<file path="config.mk">
export PLATFORM = sky130hd
export DESIGN_NAME = cpu_mref
export DESIGN_NICKNAME = d
export VERILOG_FILES = /design/src/rtl/cpu_mref.sv
export SDC_FILE = /design/constraint.sdc
export NUM_CORES = 1
export LEC_CHECK = 0
export CORE_MARGIN = 1.5
export CORE_UTILIZATION = 53
export CTS_CLUSTER_DIAMETER = 30
export DETAILED_ROUTE_END_ITERATION = 10
export PLACE_DENSITY = 0.82
export SLEW_MARGIN = 20
export SYNTH_ARGS = -nofsm -noshare
export SYNTH_HDL_FRONTEND = slang
export SYNTH_SLANG_ARGS = --single-unit
</file>
<file path="constraint.sdc">
create_clock -name clk -period 2.67 [get_ports clk]
set_input_delay 0.4005 -clock clk [delete_from_list [all_inputs] [get_ports clk]]
set_output_delay 0.4005 -clock clk [all_outputs]
set_load 0.02 [all_outputs]
</file>
<file path="src/rtl/cpu_mref.sv">
// rtl/cpu_mref.sv - basic accumulator CPU (fetch/decode/execute), optional indirect addressing via CPU_MREF_INDIRECT_EN
module cpu_mref #(
  parameter int DATA_W = 16,
  parameter int ADDR_W = 12
) (
  input  logic              clk,
  input  logic              rst,
  output logic [ADDR_W-1:0] mem_addr,
  input  logic [DATA_W-1:0] mem_rdata,
  output logic [DATA_W-1:0] mem_wdata,
  output logic              mem_we,
  output logic              halted,
  output logic [ADDR_W-1:0] pc_dbg,
  output logic [DATA_W-1:0] ac_dbg
);

  typedef enum logic [2:0] {T0, T1, T2, T3, E1, E2, E3, HALT} state_t;

  localparam logic [2:0] OP_AND = 3'd0;
  localparam logic [2:0] OP_ADD = 3'd1;
  localparam logic [2:0] OP_LDA = 3'd2;
  localparam logic [2:0] OP_STA = 3'd3;
  localparam logic [2:0] OP_BUN = 3'd4;
  localparam logic [2:0] OP_BSA = 3'd5;
  localparam logic [2:0] OP_ISZ = 3'd6;
  localparam logic [2:0] OP_RRF = 3'd7;

  localparam logic [ADDR_W-1:0] A_ONE = {{(ADDR_W-1){1'b0}}, 1'b1};
  localparam logic [DATA_W-1:0] D_ONE = {{(DATA_W-1){1'b0}}, 1'b1};

  state_t            state_q, state_d;
  logic [ADDR_W-1:0] pc_q, pc_d;
  logic [ADDR_W-1:0] ar_q, ar_d;
  logic [DATA_W-1:0] ir_q, ir_d;
  logic [DATA_W-1:0] ac_q, ac_d;
  logic [DATA_W-1:0] dr_q, dr_d;
  logic              e_q, e_d;

  logic              ind_w;
  logic [2:0]        op_w;
  logic [11:0]       rr_w;
  logic [DATA_W:0]   sum_w;

  assign ind_w = ir_q[DATA_W-1];
  assign op_w  = ir_q[DATA_W-2:DATA_W-4];
  assign rr_w  = ir_q[11:0];
  assign sum_w = {1'b0, ac_q} + {1'b0, dr_q};

  assign mem_addr = ar_q;
  assign pc_dbg   = pc_q;
  assign ac_dbg   = ac_q;
  assign halted   = (state_q == HALT);
  assign mem_we   = ((state_q == E1) && ((op_w == OP_STA) || (op_w == OP_BSA))) ||
                    (state_q == E3);

  // Write data is only non-zero in the three write cycles.
  always_comb begin
    mem_wdata = '0;
    if (state_q == E1 && op_w == OP_STA) begin
      mem_wdata = ac_q;
    end else if (state_q == E1 && op_w == OP_BSA) begin
      mem_wdata = {{(DATA_W-ADDR_W){1'b0}}, pc_q};
    end else if (state_q == E3) begin
      mem_wdata = dr_q;
    end
  end

  // Next-state and datapath updates for the instruction cycle.
  always_comb begin
    state_d = state_q;
    pc_d    = pc_q;
    ar_d    = ar_q;
    ir_d    = ir_q;
    ac_d    = ac_q;
    dr_d    = dr_q;
    e_d     = e_q;
    case (state_q)
      T0: begin
        ar_d    = pc_q;
        state_d = T1;
      end
      T1: begin
        ir_d    = mem_rdata;
        pc_d    = pc_q + A_ONE;
        state_d = T2;
      end
      T2: begin
        ar_d    = ir_q[ADDR_W-1:0];
        state_d = T3;
      end
      T3: begin
        if (op_w == OP_RRF) begin
          state_d = T0;
          if (!ind_w) begin
            case (rr_w)
              12'b1000_0000_0000: ac_d = '0;
              12'b0100_0000_0000: e_d  = 1'b0;
              12'b0010_0000_0000: ac_d = ~ac_q;
              12'b0001_0000_0000: e_d  = ~e_q;
              12'b0000_1000_0000: begin
                ac_d = {e_q, ac_q[DATA_W-1:1]};
                e_d  = ac_q[0];
              end
              12'b0000_0100_0000: begin
                ac_d = {ac_q[DATA_W-2:0], e_q};
                e_d  = ac_q[DATA_W-1];
              end
              12'b0000_0010_0000: ac_d = ac_q + D_ONE;
              12'b0000_0001_0000: if (!ac_q[DATA_W-1] && (ac_q != '0)) pc_d = pc_q + A_ONE;
              12'b0000_0000_1000: if (ac_q[DATA_W-1]) pc_d = pc_q + A_ONE;
              12'b0000_0000_0100: if (ac_q == '0) pc_d = pc_q + A_ONE;
              12'b0000_0000_0010: if (!e_q) pc_d = pc_q + A_ONE;
              12'b0000_0000_0001: dr_d = ac_q;
              12'b0000_0000_0000: state_d = HALT;
              default: ;
            endcase
          end
        end else begin
`ifdef CPU_MREF_INDIRECT_EN
          // AR already holds the pointer address, so mem_rdata is the pointer.
          if (ind_w) ar_d = mem_rdata[ADDR_W-1:0];
`endif
          state_d = E1;
        end
      end
      E1: begin
        case (op_w)
          OP_AND, OP_ADD, OP_LDA, OP_ISZ: begin
            dr_d    = mem_rdata;
            state_d = E2;
          end
          OP_BUN: begin
            pc_d    = ar_q;
            state_d = T0;
          end
          OP_BSA: begin
            ar_d    = ar_q + A_ONE;
            state_d = E2;
          end
          default: state_d = T0;
        endcase
      end
      E2: begin
        state_d = T0;
        case (op_w)
          OP_AND: ac_d = ac_q & dr_q;
          OP_ADD: {e_d, ac_d} = sum_w;
          OP_LDA: ac_d = dr_q;
          OP_BSA: pc_d = ar_q;
          OP_ISZ: begin
            dr_d    = dr_q + D_ONE;
            state_d = E3;
          end
          default: ;
        endcase
      end
      E3: begin
        if (dr_q == '0) pc_d = pc_q + A_ONE;
        state_d = T0;
      end
      HALT: state_d = HALT;
      default: state_d = T0;
    endcase
  end

  // State and architectural registers; reset aborts any instruction in flight.
  always_ff @(posedge clk or posedge rst) begin
    if (rst) begin
      state_q <= T0;
      pc_q    <= '0;
      ar_q    <= '0;
      ir_q    <= '0;
      ac_q    <= '0;
      dr_q    <= '0;
      e_q     <= 1'b0;
    end else begin
      state_q <= state_d;
      pc_q    <= pc_d;
      ar_q    <= ar_d;
      ir_q    <= ir_d;
      ac_q    <= ac_d;
      dr_q    <= dr_d;
      e_q     <= e_d;
    end
  end

endmodule

</file>
## Word-level counts from Yosys, hierarchy flattened

Cells that the tools add are included.

| cells by class | value |
|---|---|
| add/subtract/negate cells | 5 |
| eq/ne operators | 44 |
| mux-type cells | 38 |
| bitwise operators | 3 |
| reduce and logical (&&, ||, !) cells | 24 |

Operators by type and width:

| cell | number |
|---|---|
| 16-bit two-way mux | 10 |
| 12-bit two-way mux | 10 |
| 16-bit one-hot mux with 3 select lines | 2 |
| 16-bit one-hot mux with 5 select lines | 1 |
| 12-bit one-hot mux with 5 select lines | 1 |
| 12-bit one-hot mux with 4 select lines | 1 |
| 12-bit one-hot mux with 3 select lines | 1 |
| 16-bit by 1-bit adder with 16-bit output (second input constant) | 2 |
| 16-bit logical NOT | 2 |
| 16-bit one-hot mux with 2 select lines | 1 |
| 12-bit by 1-bit adder with 12-bit output (second input constant) | 2 |
| 3-bit == test (second input constant) | 8 |
| 3-bit one-hot mux with 8 select lines | 1 |
| 16-bit by 16-bit adder with 17-bit output | 1 |
| 16-bit bitwise AND | 1 |
| 16-bit NOT | 1 |
| 16-bit nonzero test | 1 |
| 3-bit two-way mux | 5 |
| 12-bit by 1-bit == test with 1-bit output (second input constant) | 1 |
| 12-bit by 10-bit == test with 1-bit output (second input constant) | 1 |
| 12-bit by 11-bit == test with 1-bit output (second input constant) | 1 |
| 12-bit == test (second input constant) | 1 |
| 12-bit by 2-bit == test with 1-bit output (second input constant) | 1 |
| 12-bit by 3-bit == test with 1-bit output (second input constant) | 1 |
| other kinds (32) | 57 |

| word-level totals | value |
|---|---|
| register bits after elaboration | 76 |
| output and inout bits | 58 |

## Longest topological paths before layout

| depth | value |
|---|---|
| depth in word-level cells | 7 |
| gate-level depth with buffers | 11 |
| depth with buffers taken out | 9 |

## Worst setup path after synthesis

OpenSTA, ideal clock, no wires.

| timing path | value |
|---|---|
| path kind | flip-flop to flip-flop |
| from | reg ac_q[1] (netlist: ac_dbg[1]) |
| to | reg e_q |
| setup time | 0.077 ns |
| data arrival time | 2.582 ns |
| data required time | 2.593 ns |
| slack | 0.011 ns |
| stages on the path, launching flop included | 10 |
| cell sequence | dfrtp_1 clkbuf_1 inv_1 fa_1 nor2b_1 o2111ai_1 a31oi_1 a31oi_1 a221o_1 a21oi_1 |

| on the way | value |
|---|---|
| longest elaborated chain between the ends | 3 |

Ends and longest elaborated chain:

| what | line | RTL |
|---|---|---|
| start: declaration | 35 | `logic [DATA_W-1:0] ac_q, ac_d;` |
| start signal: assignment | 173 | `ac_q <= '0;` |
| start signal: assignment | 181 | `ac_q <= ac_d;` |
| 16-bit by 16-bit adder with 17-bit output | 47 | `assign sum_w = {1'b0, ac_q} + {1'b0, dr_q};` |
| 1-bit two-way mux | 145 | `case (op_w)` |
| 1-bit one-hot mux with 2 select lines | 77 | `case (state_q)` |
| end signal: assignment | 175 | `e_q <= 1'b0;` |
| end signal: assignment | 183 | `e_q <= e_d;` |
| end: declaration | 37 | `logic e_q, e_d;` |

Every way passes these cells. The select of a mux whose other input is x is not followed.
A chain may end at the register's enable or synchronous reset.

## Worst setup path in the final report

| timing path | value |
|---|---|
| from | reg state_q[0] |
| to | out mem_wdata[15] |

| on the way | value |
|---|---|
| longest elaborated chain between the ends | 4 |
| elaborated cells between the ends (all ways) | 7 |
| those cells by class | 2 x eq/ne; 3 x mux; 2 x reduce/logical |

Ends and longest elaborated chain:

| what | line | RTL |
|---|---|---|
| start: declaration | 31 | `state_t state_q, state_d;` |
| start signal: assignment | 177 | `state_q <= state_d;` |
| 3-bit == test, on equally long branches | 63, 59, 61 |  |
| 16-bit two-way mux / 1-bit logical AND (equally long branches) | 63, 61 |  |
| 16-bit two-way mux | 61 | `end else if (state_q == E1 && op_w == OP_BSA) begin` |
| 16-bit two-way mux (*) | 59 | `if (state_q == E1 && op_w == OP_STA) begin` |
| end: declaration | 10 | `output logic [DATA_W-1:0] mem_wdata,` |

Mark *: on every way between the ends. The rest lies on a longest branch, timed or not.

==> impl_metrics.tcl <==
set metrics [dict create \
    skew_ns 0.00524 \
    dpl-instance-area_um2 8230 \
    fillCellCount 1111 \
    ios 76 \
    powerDensity_nw_per_um2 1390 \
    diodes 0 \
    drt_wl_total_mm 27.1 \
    status "completed" \
    synth_flop_cell "dfrtp_1" \
    drv_cap 0 \
    syn_area_um2 6990 \
    start_util_pct 54.9 \
    setup_ws_ns 0.0771 \
    crit_arrival_ns 2.19 \
    die_h_um 118 \
    ys_seq_area_share_pct 27.2 \
    overflow 0 \
    vias_per_cell 7.07 \
    drc 0 \
    drtIter0Drc 1328 \
    antenna_found_initial 0 \
    clockBufferDepth 2 \
    wire_per_inst_um 23.2 \
    multi_input_area_um2 4590 \
    r2r_start "ir_q[9]" \
    core_region_area_um2 12700 \
    regArea_um2 1900 \
    finalCriticalPeriod_ns 2.59 \
    ff2ff_setup_slack_ns 0.14 \
    cts_hold_buffers 0 \
    first_pass_iters 11 \
    maxSlewHeadroom_pct 51.5 \
    final_area_um2 8540 \
    dpl.cell_count 1151 \
    clk_pin_slew_worst_paths_ns 0.06 \
    reg2reg_depth 7 \
    insertion_delay_ns 0.35 \
    cts_tree "built" \
    cts-buffers-inserted 9 \
    grt_max_degree 53 \
    die_w_um 118 \
    cp-start-kind "register" \
    grt_usage_pct 39.1 \
    setup_viol 0 \
    cts_sinks 76 \
    async_flop_share_pct 100 \
    finalNonFillerCells 1167 \
    dr_total_vias 8253 \
    rows 41 \
    gp_congestion 1.01 \
    worstSetupPathType "reg -> out" \
    synth_cells 917 \
    irDropWorstVdd_uv 629 \
    antenna_left 0 \
    cts.htree.levels 3 \
    dieArea_um2 13900 \
    syn_area_per_cell_um2 7.62 \
    finalCritPeriodShare_pct 97.1 \
    ys_ff_latch 76 \
    first_global_vias 7487 \
    cp-end-kind "output pin" \
    finalPower_mw 11.9 \
    rsz0062_at_grt "yes" \
    layout-drive-gt1-share_pct 13.1 \
    synth_most_common_cell "a21oi_1" \
    holdCritPathClass "in -> async" \
    finalHoldViolCount 0 \
    syn_nets 962 \
    r2r-end "dr_q[0]" \
    synth_edf_count 0 \
    cp_max_fo 17 \
    portBuffers 75 \
    dpl.hpwl_mm 19.8 \
    tightest_slew_ns 0.725 \
    grt_first_pass_wirelength_mm 42.5 \
    final_nets 1035 \
    yosysUniqueCellTypes 68 \
    max_freq_mhz 386 \
    synth_area_leaders "dfrtp_1 (27%), a21oi_1 (5.8%), ha_1 (4.7%)" \
    area_growth_syn_to_layout_pct 22.2 \
    synth_top_cell_area_share_pct 27.2 \
    synth_common_cells "a21oi_1 (81), nand2_1 (80), clkbuf_1 (77)" \
    cts_root_buffer "clkbuf_16" \
    drv_slew 0 \
    dp_slack_ns -0.114 \
    synth_largest_area_cell "dfrtp_1" \
    leakage_nw 3.55 \
    yosysWarnings 0 \
    cp_data_required_time_ns 2.27 \
]
## layout by cell type (no fill, tap or decap), drive strengths merged, types with 12 or more instances in the layout
cell type / netlist / routed
a21oi: 82 / 82
a221oi: 16 / 16
a222oi: 15 / 15
a22o: 13 / 13
a22oi: 25 / 25
a31oi: 23 / 23
and3: 17 / 17
buf: 17 / 81
clkbuf: 77 / 13
clkdlybuf4s50: 0 / 58
dfrtp: 76 / 76
ha: 26 / 26
inv: 38 / 38
mux2: 14 / 14
nand2: 80 / 80
nand3: 33 / 33
nand4: 21 / 21
nor2: 61 / 61
nor3: 28 / 28
nor4: 12 / 12
o21ai: 65 / 65
o22ai: 17 / 17
## flip-flops by register name (all words and copies together) (netlist names)
| register | count |
|---|---|
| pc_dbg | 12 |
| state_q | 3 |
| dr_q | 16 |
| mem_addr | 12 |
| ir_q | 16 |
| ac_dbg | 16 |
| e_q | 1 |
## cell type report
class | instances | area share [%]
multi-input combinational | 709 | 53.8
sequential | 76 | 22.3
timing repair buffer | 156 | 16.5
clock buffer | 11 | 2.84
tap | 172 | 2.52
inverter | 38 | 1.68
clock inverter | 5 | 0.425
## per-stage QoR
stage / hold slack (ns) / TNS (ns) / utilization [%]
after floorplan: 0.489 / 0 / -
after global placement: 0.533 / -0.0628 / 64.7
after detailed placement: 0.562 / -0.793 / 64.7
after CTS: 0.444 / -2.12 / 66.8
after global routing: 0.480 / -0.0259 / 67.1
final: 0.432 / 0 / 67.1
## power breakdown
part / internal, mW / switching [mW] / leakage [nW]
combinational: 3.22 / 4.81 / 2.51
clock: 0.657 / 0.537 / 0.128
sequential: 1.72 / 0.925 / 0.908
total: 5.60 / 6.27 / 3.55
## kinds of logic (layout without fill, tap and decap cells)
| kind of cell | after synthesis | count (layout) | synth area share, % |
|---|---|---|---|
| AND/OR/NAND/NOR | 313 | 313 | 23.1 |
| buffers and inverters | 132 | 210 | 7.57 |
| adder cells (fa/ha/maj) | 27 | 27 | 4.94 |
| AO/OA/AOI/OAI | 332 | 332 | 31.9 |
| multiplexers | 21 | 21 | 3.26 |
| flip-flops | 76 | 76 | 27.2 |
| XOR/XNOR | 16 | 16 | 2.01 |
## per-layer routing
layer | vias up | track usage (%) | share of wire (%)
li1 | 3643 | - | -
met1 | 3845 | 54.6 | 38
met2 | 657 | 54.5 | 42
met3 | 108 | 12.5 | 15
met4 | 0 | 18.5 | 4.9
met5 | - | 0 | 0
## how the worst max path moves through the flow
stage	cells past startpoint	from	endpoint
after floorplan	9	ac_dbg[1]	e_q
after global placement	7	ir_q[13]	mem_wdata[11]
after detailed placement	7	ir_q[13]	mem_wdata[7]
after CTS	7	ir_q[13]	mem_wdata[7]
after global routing	7	state_q[0]	mem_wdata[14]
final	7	state_q[0]	mem_wdata[15]
## critical path, stage by stage (launching register included)
cell,delay [ns]
dfrtp_1,0.39
nor2b_1,0.20
nand2b_1,0.14
buf_4,0.22
nor3b_2,0.21
buf_6,0.21
a22o_1,0.15
clkdlybuf4s15_1,0.32
## repair_timing
action / CTS / global route
resized for setup: 8 / 23
setup endpoints to repair: 17 / 24
endpoints found under the hold margin: 0 / 0
buffers inserted: 0 / 0
cloned: 0 / 0
pin swaps: 0 / 1
Power figures use the tool's default switching activity.
